`src/rtl/bcd_updown_counter.sv`:
```
// Up/down decimal counter with start/stop/load control, tick-gated stepping, a programmable
// modulus, and binary, packed-BCD and optional 7-segment outputs (7-segment built with `UPDOWN_SEG_EN).
module bcd_updown_counter #(
   parameter  int DIGITS    = 2,
   parameter  int MAX_COUNT = 99,
   localparam int CW        = $clog2(MAX_COUNT + 1)
) (
   input  logic                  clk,
   input  logic                  rst_n,
   input  logic                  up_down,
   input  logic                  start,
   input  logic                  stop,
   input  logic                  load,
   input  logic [CW-1:0]         load_val,
   input  logic                  tick,
   output logic [CW-1:0]         count,
   output logic [4*DIGITS-1:0]   bcd,
   output logic [7*DIGITS-1:0]   seg,
   output logic [1:0]            state,
   output logic                  wrap
);

   typedef enum logic [1:0] {
      IDLE     = 2'b00,
      RUN_UP   = 2'b01,
      RUN_DOWN = 2'b10,
      HOLD     = 2'b11
   } state_t;

   localparam logic [CW-1:0] MAX_C = CW'(MAX_COUNT);

   state_t                state_q, state_d;
   logic [CW-1:0]         count_q, count_d;
   logic [4*DIGITS-1:0]   bcd_q, bcd_d;
   logic                  wrap_q, wrap_d;

   function automatic logic [CW-1:0] clip(input logic [CW-1:0] v);
      logic [CW-1:0] r;
      r = (v > MAX_C) ? MAX_C : v;
      return r;
   endfunction

   function automatic logic [4*DIGITS-1:0] to_bcd(input logic [CW-1:0] v);
      logic [4*DIGITS-1:0] r;
      int unsigned         rem;
      r   = '0;
      rem = 32'(v);
      for (int i = 0; i < DIGITS; i++) begin
         r[4*i +: 4] = 4'(rem % 10);
         rem         = rem / 10;
      end
      return r;
   endfunction

   // Priority load > stop > start > tick; direction is fixed by which RUN state was entered.
   always_comb begin
      state_d = state_q;
      count_d = count_q;
      wrap_d  = 1'b0;
      if (load) begin
         state_d = IDLE;
         count_d = clip(load_val);
      end else begin
         case (state_q)
            IDLE: begin
               if (!stop && start) state_d = up_down ? RUN_UP : RUN_DOWN;
            end
            RUN_UP: begin
               if (stop) begin
                  state_d = HOLD;
               end else if (tick) begin
                  wrap_d  = (count_q == MAX_C);
                  count_d = (count_q == MAX_C) ? '0 : count_q + CW'(1);
               end
            end
            RUN_DOWN: begin
               if (stop) begin
                  state_d = HOLD;
               end else if (tick) begin
                  wrap_d  = (count_q == '0);
                  count_d = (count_q == '0) ? MAX_C : count_q - CW'(1);
               end
            end
            HOLD: begin
               if (stop) begin
                  state_d = IDLE;
                  count_d = '0;
               end else if (start) begin
                  state_d = up_down ? RUN_UP : RUN_DOWN;
               end
            end
            default: state_d = IDLE;
         endcase
      end
      bcd_d = to_bcd(count_d);
   end

   always_ff @(posedge clk or posedge rst_n) begin
      if (rst_n) begin
         state_q <= IDLE;
         count_q <= '0;
         bcd_q   <= '0;
         wrap_q  <= 1'b0;
      end else begin
         state_q <= state_d;
         count_q <= count_d;
         bcd_q   <= bcd_d;
         wrap_q  <= wrap_d;
      end
   end

   assign state = state_q;
   assign count = count_q;
   assign bcd   = bcd_q;
   assign wrap  = wrap_q;

`ifdef UPDOWN_SEG_EN
   logic [7*DIGITS-1:0] seg_q;

   function automatic logic [6:0] seg7(input logic [3:0] d);
      logic [6:0] s;
      case (d)
         4'd0:    s = 7'h3F;
         4'd1:    s = 7'h06;
         4'd2:    s = 7'h5B;
         4'd3:    s = 7'h4F;
         4'd4:    s = 7'h66;
         4'd5:    s = 7'h6D;
         4'd6:    s = 7'h7D;
         4'd7:    s = 7'h07;
         4'd8:    s = 7'h7F;
         4'd9:    s = 7'h6F;
         default: s = 7'h00;
      endcase
      return s;
   endfunction

   function automatic logic [7*DIGITS-1:0] to_seg(input logic [4*DIGITS-1:0] b);
      logic [7*DIGITS-1:0] s;
      for (int i = 0; i < DIGITS; i++) s[7*i +: 7] = seg7(b[4*i +: 4]);
      return s;
   endfunction

   // Decoded from the next BCD value so seg stays coherent with count and bcd.
   always_ff @(posedge clk or posedge rst_n) begin
      if (rst_n) seg_q <= {DIGITS{7'h3F}};
      else       seg_q <= to_seg(bcd_d);
   end

   assign seg = seg_q;
`else
   assign seg = '0;
`endif

endmodule

```
`config.mk`:
```
export PLATFORM = sky130hd
export DESIGN_NAME = bcd_updown_counter
export DESIGN_NICKNAME = d
export VERILOG_FILES = /design/src/rtl/bcd_updown_counter.sv
export SDC_FILE = /design/constraint.sdc
export NUM_CORES = 1
export LEC_CHECK = 0
export CORE_MARGIN = 1.5
export CORE_UTILIZATION = 52
export CTS_CLUSTER_SIZE = 20
export DETAILED_ROUTE_END_ITERATION = 12
export PLACE_DENSITY = 0.91
export SETUP_SLACK_MARGIN = 0.2
export SLEW_MARGIN = 20
export SYNTH_ARGS = -nofsm -noshare
export SYNTH_HDL_FRONTEND = slang
export SYNTH_SLANG_ARGS = --single-unit
export TNS_END_PERCENT = 100
```
`constraint.sdc`:
```
create_clock -name clk -period 7.7 [get_ports clk]
set_clock_uncertainty 0.2 [all_clocks]
set_input_delay 1.155 -clock clk [delete_from_list [all_inputs] [get_ports clk]]
set_output_delay 1.155 -clock clk [all_outputs]
set_load 0.01 [all_outputs]
```
==> impl_results.md, run 1 <==
* Clock-pin slew on the worst setup and hold paths at 0.06 ns
* Finished Layout Cells at 364
* GRT Resource Usage Total at 0.279
* Leak pwr at 1.01 nW
* Die Ht at 67.8 um
* Setup crit start kind: input pin
* Final wirelength at 6380 um
* Tcrit/Tclk final at 0.908
* Remaining antenna violation count at 0
* Routed length on met2 at 3090 um
* Final Hold Vio Count at 0
* Crit. End Element: register
* Avg Inst Size Synth at 7.42 um2
* Vias at 2361
* WL/cell at 17.5 um
* Final setup fails at 0
* Top_reg_cell synth: dfrtp_1
* Final WS setup at 0.706 ns
* FILL cells at 367
* Crit path time final at 6.99 ns
* Diodes inserted at 0
* Max Cap Viol at 0
* Max Slew Vio Count at 0
* Setup_tns at 0 ns
* CTS root buffer: clkbuf_8
* Nets at 342
* FFs w/ async S/R, synth at 1.00
* Status: complete, no violations
* Die X at 67.8 um
* Cells after synthesis at 294
* M1 WL at 2630 um
* Netlist cell types at 67
* CTS sink cnt at 17
* Via density at 6.49
* RSZ-0062 raised after global routing: false
* Core ar. at 4030 um2
* Largest net degree at the start of global routing at 18
* Yosys warnings at 0
* Hold Crit Class: register to register
* Max-slew headroom at 0.567
* First-pass GRT wire length at 9850 um
* Top sig layer: met4
* Post-synth EDFFs at 0
* Starting density of the core at 0.542
* Initial antenna violation count at 0
* WP data arrival at 6.90 ns
* Dpl hpwl at 4790 um
* Pre-CTS WS at 0.362 ns
* Post-synth top area share at 0.195
* Peak supply drop at 0.244 mV
* Clk Latency, worst-skew pair at 0.25 ns
* Number of global-route vias before repair at 2096
* #FFs+latches synth at 17
* Sequential share of the synthesized area at 0.195
* Power Density at 373 nW/um2
* TritonCTS clock tree: yes
* Placer Congestion at 0.953
* # IOs at 46
* Cell row count at 23
* First-pass detailed-route iteration total at 5
* CTS Buffer Depth at 2
* Synth area leaders: dfrtp_1, ha_1, buf_4
* Num CTS Buffers at 3
* Slowest stage cell, crit path: clkdlybuf4s50_1
* Post-CTS setup buffers at 0
* Violation count after the first detailed-route iteration at 306
* Area growth, synth to finish at 13.9%
* Most frequent cells in the layout: clkdlybuf4s50_1, nor2_1, nand2_1
* Overflow after GRT at 0
* Dominant cell type by area after synthesis: dfrtp_1
* Routed wl met3 at 508 um
* Cell mode on critical path: ha_1
* Crit path largest cell delay at 0.61 ns
* Layout cell share with drive strength beyond 1 at 0.0573
* Drt drc at 0
* Crit-path cells: clkdlybuf4s50_1 > nor2b_1 > a221o_1 > a211o_1 > o31ai_4 > nand2_1 > ha_1 > nand2b_1 > a2111oi_0 > o21a_1 > a211oi_2 > ha_1 > inv_1 > or3_1 > nor3_1 > nor3_2 > xnor2_1 > ha_1 > a31oi_1 > xor2_1 > mux2i_1
* Die area at 4590 um2
* H-tree levels at 1
* FMAX at 0.143 GHz
* Least-Margin Pin Slew at 0.643 ns
* Placed cells at 360
* Port Buf Inserts at 31
* Commonest non-fill, non-tap cell in the layout: clkdlybuf4s50_1
* Crit-path max FO at 15
* Data required time of the critical path at 7.60 ns
* Critical path class: input pin to register
* Post-Synthesis Cell Area at 2180 um2
per-layer routing:
metal / GRT usage / vias up
li1: - / 1101
met1: 0.351 / 1102
met2: 0.478 / 141
met3: 0.0467 / 17
met4: 0.103 / 0
met5: 0 / -
cell usage after synthesis, types with 3 or more instances:
cell type and instances:
o21ai_0 14, buf_2 3, o22ai_1 7, ha_1 13, nand2b_1 3, inv_1 21, nand2_1 25, mux2i_1 3
a211oi_1 7, nor2_1 26, nand4_1 4, nor4_1 6, dfrtp_1 17, nand3_1 9, nor3_1 6, a21oi_1 21
buf_4 17, a31oi_1 8, o21a_1 5, clkbuf_1 10, a221o_1 4, xnor2_1 4, or3_1 6
power by group:
group          switching (mW)  leakage [nW]  internal (mW)
clock network          0.0283        0.0228         0.0367
registers              0.0503         0.208          0.125
logic                   0.402         0.778          0.285
metrics by stage:
step                      hold WS [ns]  power [mW]  instance area, um2  utilization
after global routing             0.548       0.994                2480        0.617
after global placement           0.464       0.822                2430        0.604
after CTS                        0.495       0.907                2480        0.616
final                            0.488       0.927                2480        0.617
after detailed placement         0.487       0.838                2430        0.604
after floorplan                  0.462       0.651                2230            -
sequential cells by signal (all words and copies together), names as in the netlist:
signal and count:
state 2, bcd 8, count 6, wrap 1
what timing repair did:
action / in CTS / in global routing
hold buffers: 0 / 0
resized for setup: 0 / 1
setup endpoints to repair: 0 / 1
kinds of logic (layout without fill, tap and decap cells):
kind of cell	after synthesis	in the layout	share of synthesized area
and+or+nand+nor	104	104	0.251
DFF	17	17	0.195
other	1	14	0.00172
AOI/OAI and AO/OA	96	96	0.315
buffers and inverters	55	62	0.129
xor gates and xnor gates	5	5	0.0201
adders and majority gates	13	13	0.0745
muxes	3	3	0.0138
path summary, 6_finish.rpt:
| kind | cells past startpoint | slack, ns | from | endpoint |
|---|---|---|---|---|
| hold / removal | 2 | 0.49 | state[1]$_DFFE_PP0P_ | state[1]$_DFFE_PP0P_ |
| min in group asynchronous | 2 | 1.09 | rst_n | bcd[5]$_DFF_PP0_ |
| max in group asynchronous | 2 | 5.81 | rst_n | count[6]$_DFF_PP0_ |
| setup / recovery | 21 | 0.71 | stop | bcd[3]$_DFF_PP0_ |
| hold reg to reg | 2 | 0.49 | state[1]$_DFFE_PP0P_ | state[1]$_DFFE_PP0P_ |
| setup reg to reg | 22 | 1.41 | bcd[0]$_DFF_PP0_ | bcd[3]$_DFF_PP0_ |
critical path, delay by kind of cell:
kind	cells	cell delay [ns]
AO/OA/AOI/OAI	7	2.12
buffers and inverters	2	0.67
AND/OR/NAND/NOR	6	1.58
XOR/XNOR	2	0.37
multiplexers	1	0.11
adder cells (fa/ha/maj)	3	0.89
cell type report:
cell class | instances | area [um2] | area share
inverter | 24 | 90.1 | 0.0363
clock buffer | 4 | 45.0 | 0.0181
tap | 50 | 62.6 | 0.0252
timing repair buffer | 34 | 333 | 0.134
multi-input combinational | 235 | 1530 | 0.615
sequential | 17 | 425 | 0.171
No activity file was read; power rests on OpenSTA's default activity.
==> run 2: changes to the inputs <==
--- a/config.mk
+++ b/config.mk
@@ -9,6 +9,7 @@
 export CORE_UTILIZATION = 52
 export CTS_CLUSTER_SIZE = 20
 export DETAILED_ROUTE_END_ITERATION = 12
+export MAX_ROUTING_LAYER = met4
 export PLACE_DENSITY = 0.91
 export SETUP_SLACK_MARGIN = 0.2
 export SLEW_MARGIN = 20
==> run 2 against run 1 <==
Against the previous run: utilization increased by 0.093 points; combinational power about the same; global-route usage increased by 1.3 points; worst hold slack improved by 0.014 ns; non-clock buffer count grew 1; final cell count rose by 0.27%; routed wire length down 0.72%; clock-buffer cell count decreased by 1; sequential share of layout area about the same; largest cell class unchanged.
==> impl_results.md, run 2 (synthesized netlist as in run 1, its figures left out) <==
* Power Density at 374 nW/um2 (+0.22%)
* Placer Congestion at 0.971 (+1.9%)
* Starting density of the core at 0.542 (unchanged)
* Num CTS Buffers at 3 (unchanged)
* Cell row count at 23 (unchanged)
* Diodes inserted at 0 (unchanged)
* Clock-pin slew on the worst setup and hold paths at 0.08 ns (+0.02 ns)
* Largest net degree at the start of global routing at 18 (unchanged)
* Area occupied by multi-input gates at 1520 um2 (-0.33%)
* H-tree levels at 1 (unchanged)
* # IOs at 46 (unchanged)
* Most frequent cells in the layout: clkdlybuf4s50_1, nor2_1, nand2_1
* Peak supply drop at 0.217 mV (-11%)
* Die area at 4590 um2 (unchanged)
* FILL cells at 382 (+4.1%)
* Layout cell share with drive strength beyond 1 at 0.0603 (+0.00299)
* Remaining antenna violation count at 0 (unchanged)
* Port Buf Inserts at 31 (unchanged)
* Violation count after the first detailed-route iteration at 327 (+6.9%)
* First-pass detailed-route iteration total at 5 (unchanged)
* Die Ht at 67.8 um (unchanged)
* Final wirelength at 6330 um (-0.72%)
* Drt drc at 0 (unchanged)
* Setup_tns at 0 ns (unchanged)
* Hold buffer count at cts at 0 (unchanged)
* Post-placement cell area at 2440 um2 (+0.31%)
* Vias at 2386 (+1.1%)
* Commonest non-fill, non-tap cell in the layout: clkdlybuf4s50_1
* Initial antenna violation count at 0 (unchanged)
* Post-CTS setup buffers at 0 (unchanged)
* Post_cts resized at 0 (unchanged)
* Final Instance Area at 2490 um2 (+0.15%)
* First-pass GRT wire length at 9910 um (+0.63%)
* Final setup fails at 0 (unchanged)
* Overflow after GRT at 0 (unchanged)
* Crit. End Element: register
* CTS sink cnt at 17 (unchanged)
* Critical path class: input pin to register
* Crit-path max FO at 9 (-6)
* Area growth, synth to finish at 14.0%
* Register Area at 425 um2 (unchanged)
* Core Util, Final at 0.618 (+0.000932)
* WP data arrival at 6.96 ns (+0.06 ns)
* Number of global-route vias before repair at 2131 (+1.7%)
* Leak pwr at 1.02 nW (+0.66%)
* Final Total Pwr at 930 uW (+0.37%)
* Max Slew Vio Count at 0 (unchanged)
* Nets at 343 (+0.29%)
* WL/cell at 17.4 um (-0.99%)
* Max reg flops at 8 (unchanged)
* Die X at 67.8 um (unchanged)
* Hold Crit Class: register to register
* FMAX at 0.142 GHz (-0.50%)
* CTS root buffer: clkbuf_8
* Status: complete, no violations
* RSZ-0062 raised after global routing: false
* Max Cap Viol at 0 (unchanged)
* Final Hold Vio Count at 0 (unchanged)
* Max-slew headroom at 0.465 (-0.103)
* CTS Buffer Depth at 2 (unchanged)
* Data required time of the critical path at 7.63 ns (+0.03 ns)
* R2R Setup Slk at 1.33 ns (-0.08 ns)
* TritonCTS clock tree: yes
* Crit path time final at 7.03 ns (+0.0352 ns)
* Dpl hpwl at 4830 um (+0.86%)
* Setup crit start kind: input pin
* Clk Latency, worst-skew pair at 0.26 ns (about the same)
* Via density at 6.54 (+0.78%)
* Tcrit/Tclk final at 0.913 (+0.00458)
* GRT Resource Usage Total at 0.292 (+0.0127)
* Least-Margin Pin Slew at 0.798 ns (+0.155 ns)
* Core ar. at 4030 um2 (unchanged)
run 2: cell count changes in the layout (fill, tap and decap cells not counted):
cell      change
clkinv_2      +1
buf_4         +1
clkbuf_1      -1
a211oi_1      +1
a211oi_2      -1
run 2: path summary, 6_finish.rpt:
path | from | to | cells after the start
max in group asynchronous | rst_n | count[5]$_DFF_PP0_ | 2
max reg2reg | bcd[0]$_DFF_PP0_ | bcd[3]$_DFF_PP0_ | 21
min | state[1]$_DFFE_PP0P_ | state[1]$_DFFE_PP0P_ | 2
max | stop | bcd[3]$_DFF_PP0_ | 21
min reg2reg | state[1]$_DFFE_PP0P_ | state[1]$_DFFE_PP0P_ | 2
min in group asynchronous | rst_n | wrap$_DFF_PP0_ | 2
run 2: per-layer routing:
layer  vias up  part of all wire  GRT usage  wire length (um)
met5         -                 0          -                 0
met2       137              0.49      0.473              3080
met4         0             0.047      0.163               297
met3        29             0.071     0.0433               448
li1       1106                 -          -                 -
met1      1114              0.40      0.346              2510
run 2: area by class of cell:
cell class / count / area share
clock buffer: 3 / 0.0166
clock inverter: 1 / 0.00201
multi-input combinational: 235 / 0.612
tap: 50 / 0.0251
sequential: 17 / 0.171
timing repair buffer: 35 / 0.137
inverter: 24 / 0.0362
run 2: stage by stage:
| step | hold slack (ns) | std cells | setup slack, ns |
|---|---|---|---|
| global placement | 0.472 | 361 | 0.751 |
| finish | 0.502 | 365 | 0.671 |
| global route | 0.542 | 365 | 0.246 |
| floorplan | 0.462 | 307 | 1.42 |
| detailed placement | 0.490 | 361 | 0.562 |
| CTS | 0.504 | 365 | 0.789 |
run 2: worst max-delay path: stages:
cell and delay [ns]:
clkdlybuf4s50_1 0.64, nor2b_1 0.17, a221o_1 0.29, or4b_1 0.49, o31ai_2 0.34, nand2_1 0.15, ha_1 0.35, nor2b_1 0.30
nor3_1 0.09, o21a_1 0.18, a211oi_1 0.63, ha_1 0.29, inv_1 0.06, or3_1 0.36, nor3_1 0.40, nor3_2 0.18
xnor2_1 0.19, ha_1 0.24, a31oi_1 0.18, xor2_1 0.17, mux2i_1 0.09
run 2: power by group:
part	internal, mW	total, mW	leakage (nW)	switching (mW)
sequential	0.125	0.173	0.208	0.0482
clock	0.0359	0.0677	0.0255	0.0318
combinational	0.289	0.690	0.782	0.401
total	0.449	0.930	1.02	0.481
==> run 3: changes to the inputs <==
--- a/config.mk
+++ b/config.mk
@@ -6,11 +6,13 @@
 export NUM_CORES = 1
 export LEC_CHECK = 0
 export CORE_MARGIN = 1.5
-export CORE_UTILIZATION = 52
+export CORE_UTILIZATION = 53
+export CTS_BUF_LIST = sky130_fd_sc_hd__clkbuf_8
 export CTS_CLUSTER_SIZE = 20
 export DETAILED_ROUTE_END_ITERATION = 12
+export GPL_TIMING_DRIVEN = 0
 export MAX_ROUTING_LAYER = met4
-export PLACE_DENSITY = 0.91
+export PLACE_DENSITY = 0.93
 export SETUP_SLACK_MARGIN = 0.2
 export SLEW_MARGIN = 20
 export SYNTH_ARGS = -nofsm -noshare
==> run 3 against run 2 <==
Against the previous run: critical path depth increased by 1; total power increased by 0.47%; routed wire length decreased by 1.2%; worst hold slack got worse by 0.00085 ns; clock power increased by 3.4%; final area increased by 5.9%; combinational power increased by 2.9%; die area decreased by 1.8%; utilization increased by 4.6 points; non-clock buffer count increased by 25; clock-buffer cell count unchanged; largest power group unchanged.
==> impl_results.md, run 3 (synthesized netlist as in run 1, its figures left out) <==
* Post_cts resized at 0 (unchanged)
* First-pass GRT wire length at 10000 um (+1.0%)
* H-tree levels at 1 (unchanged)
* Logic pwr share at 0.760 (+0.019)
* Routed length on met2 at 3120 um (+1.5%)
* Area growth, synth to finish at 20.8%
* Data required time of the critical path at 7.62 ns (about the same)
* Crit path time final at 7.06 ns (+0.0340 ns)
* Hold EP: state[1]$_DFFE_PP0P_
* Overflow after GRT at 0 (unchanged)
* Placer Congestion at 1.01 (+4.4%)
* CTS Buffer Depth at 2 (unchanged)
* FMAX at 0.142 GHz (-0.48%)
* CTS sink cnt at 17 (unchanged)
* Largest net degree at the start of global routing at 18 (unchanged)
* WP data arrival at 6.98 ns (+0.02 ns)
* Power Density at 355 nW/um2 (-5.1%)
* TritonCTS clock tree: yes
* Status: complete, no violations
* Number of global-route vias before repair at 2210 (+3.7%)
* R2R Setup Slk at 0.91 ns (-0.42 ns)
* Psw at 477 uW (-0.81%)
* Max reg flops at 8 (unchanged)
* Max Cap Viol at 0 (unchanged)
* GRT Resource Usage Total at 0.294 (+0.00253)
* Crit. End Element: register
* Worst hold start: state[1]$_DFFE_PP0P_
* WL/cell at 16.0 um (-7.5%)
* Max-slew headroom at 0.567 (+0.102)
* Top sig layer: met4
* Clock-pin slew on the worst setup and hold paths at 0.07 ns (about the same)
* Cell row count at 23 (unchanged)
* Pre-CTS WS at 0.372 ns (-0.190 ns)
* Register-to-Register Path Depth at 22 (+4.8%)
* Leak pwr at 1.11 nW (+9.5%)
* Final WS setup at 0.637 ns (-0.0340 ns)
* Dpl hpwl at 4630 um (-4.1%)
* Num CTS Buffers at 3 (unchanged)
* M1 WL at 2540 um (+1.2%)
* Setup crit start kind: input pin
* Crit-path max FO at 10 (+1)
* CTS root buffer: clkbuf_8
* Final setup fails at 0 (unchanged)
* Routed wl met3 at 447 um (-0.22%)
* Setup_tns at 0 ns (unchanged)
* Switching share of power at 0.510 (-0.00659)
* Final Hold Vio Count at 0 (unchanged)
* Diodes inserted at 0 (unchanged)
* # IOs at 46 (unchanged)
* Vias at 2461 (+3.1%)
* Starting density of the core at 0.549 (+0.00785)
* Sequential Power Share at 0.165 (-0.021)
* Peak supply drop at 0.204 mV (-5.8%)
* Hold buffer count at cts at 0 (unchanged)
* Via density at 6.31 (-3.5%)
* Most frequent cells in the layout: clkdlybuf4s50_1, nor2_1, nand2_1
* Initial antenna violation count at 0 (unchanged)
* Internal at 458 uW (+1.8%)
* Drt drc at 0 (unchanged)
* Clock power share at 0.075 (+0.002)
* Nets at 368 (+7.3%)
* Die area at 4510 um2 (-1.8%)
* Commonest non-fill, non-tap cell in the layout: clkdlybuf4s50_1
* Tcrit/Tclk final at 0.917 (+0.00441)
* Layout cell share with drive strength beyond 1 at 0.109 (+0.0485)
* Post-CTS setup buffers at 0 (unchanged)
* Core ar. at 3970 um2 (-1.4%)
* Die X at 67.2 um (-0.91%)
* Least-Margin Pin Slew at 0.634 ns (-0.164 ns)
* Die Ht at 67.2 um (-0.91%)
* Port Buf Inserts at 29 (-6.5%)
* Remaining antenna violation count at 0 (unchanged)
* Violation count after the first detailed-route iteration at 376 (+15%)
* First-pass detailed-route iteration total at 5 (unchanged)
* Clk Latency, worst-skew pair at 0.26 ns (about the same)
* Hold Crit Class: register to register
* Worst r2r src: count[1]$_DFF_PP0_
* Hold Path Cell Cnt at 2 (unchanged)
* Max Slew Vio Count at 0 (unchanged)
* Critical path class: input pin to register
* CP startpoint: load_val[5]
* Final wirelength at 6260 um (-1.2%)
* RSZ-0062 raised after global routing: false
* Worst flop-to-flop path endpoint: bcd[3]$_DFF_PP0_
==> run 3: changes by cell type in the layout (fill, tap and decap cells not counted) <==
| cell | change |
|---|---|
| buf_4 | +13 |
| clkbuf_1 | +10 |
| buf_2 | +3 |
| clkdlybuf4s50_1 | -2 |
| a211oi_1 | -1 |
| a211oi_2 | +1 |
| buf_6 | +1 |
==> run 3: worst max-delay path, stage by stage <==
cell	delay [ns]
clkdlybuf4s50_1	0.50
nand2_1	0.15
nand3_1	0.13
or4b_1	0.47
o31ai_2	0.40
clkbuf_1	0.39
nand2_1	0.16
ha_1	0.38
nand2b_1	0.26
a2111oi_0	0.15
o21a_1	0.26
a211oi_2	0.39
ha_1	0.27
inv_1	0.07
or3_1	0.38
nor3_1	0.40
nor3_2	0.18
xnor2_1	0.18
ha_1	0.24
a31oi_1	0.18
xor2_1	0.17
mux2i_1	0.10
==> run 3: per-layer routing <==
layer | track usage | vias to the layer above
met5 | - | -
met4 | 0.105 | 0
met3 | 0.0333 | 19
met2 | 0.506 | 145
met1 | 0.356 | 1143
li1 | - | 1154
==> run 3: how the worst max path moves through the flow <==
stage               slack, ns                to  cells past startpoint
finish                   0.64  bcd[3]$_DFF_PP0_                     22
global route             0.20  bcd[3]$_DFF_PP0_                     22
CTS                      0.55  bcd[3]$_DFF_PP0_                     22
detailed placement       0.37  bcd[3]$_DFF_PP0_                     22
global placement         0.37  bcd[3]$_DFF_PP0_                     22
floorplan                1.42  bcd[3]$_DFF_PP0_                     22
==> run 3: stage by stage <==
stage	power (mW)	hold slack, ns	instance area, um2	utilization	std cells
after global placement	0.826	0.476	2580	0.651	386
after detailed placement	0.844	0.487	2580	0.651	386
final	0.935	0.502	2640	0.664	390
after CTS	0.916	0.498	2630	0.662	390
after global routing	1.01	0.547	2640	0.664	390
after floorplan	0.651	0.462	2230	-	307
==> run 3: power by group through the flow <==
stage	Clock (mW)	Combinational [mW]	Sequential [mW]
5_1_grt	0.0710	0.783	0.159
3_5_place_dp	0	0.688	0.156
6_report	0.0700	0.710	0.155
2_1_floorplan	0	0.486	0.165
4_1_cts	0.0681	0.694	0.154
3_3_place_gp	0	0.673	0.153
==> run 3: layout make-up <==
type | count | area [um2]
Multi-Input combinational cell | 235 | 1530
Fill cell | 367 | 1340
Sequential cell | 17 | 425
Timing Repair Buffer | 29 | 290
Buffer | 31 | 191
Inverter | 24 | 90.1
Tap cell | 50 | 62.6
Clock buffer | 3 | 41.3
Clock inverter | 1 | 5.00
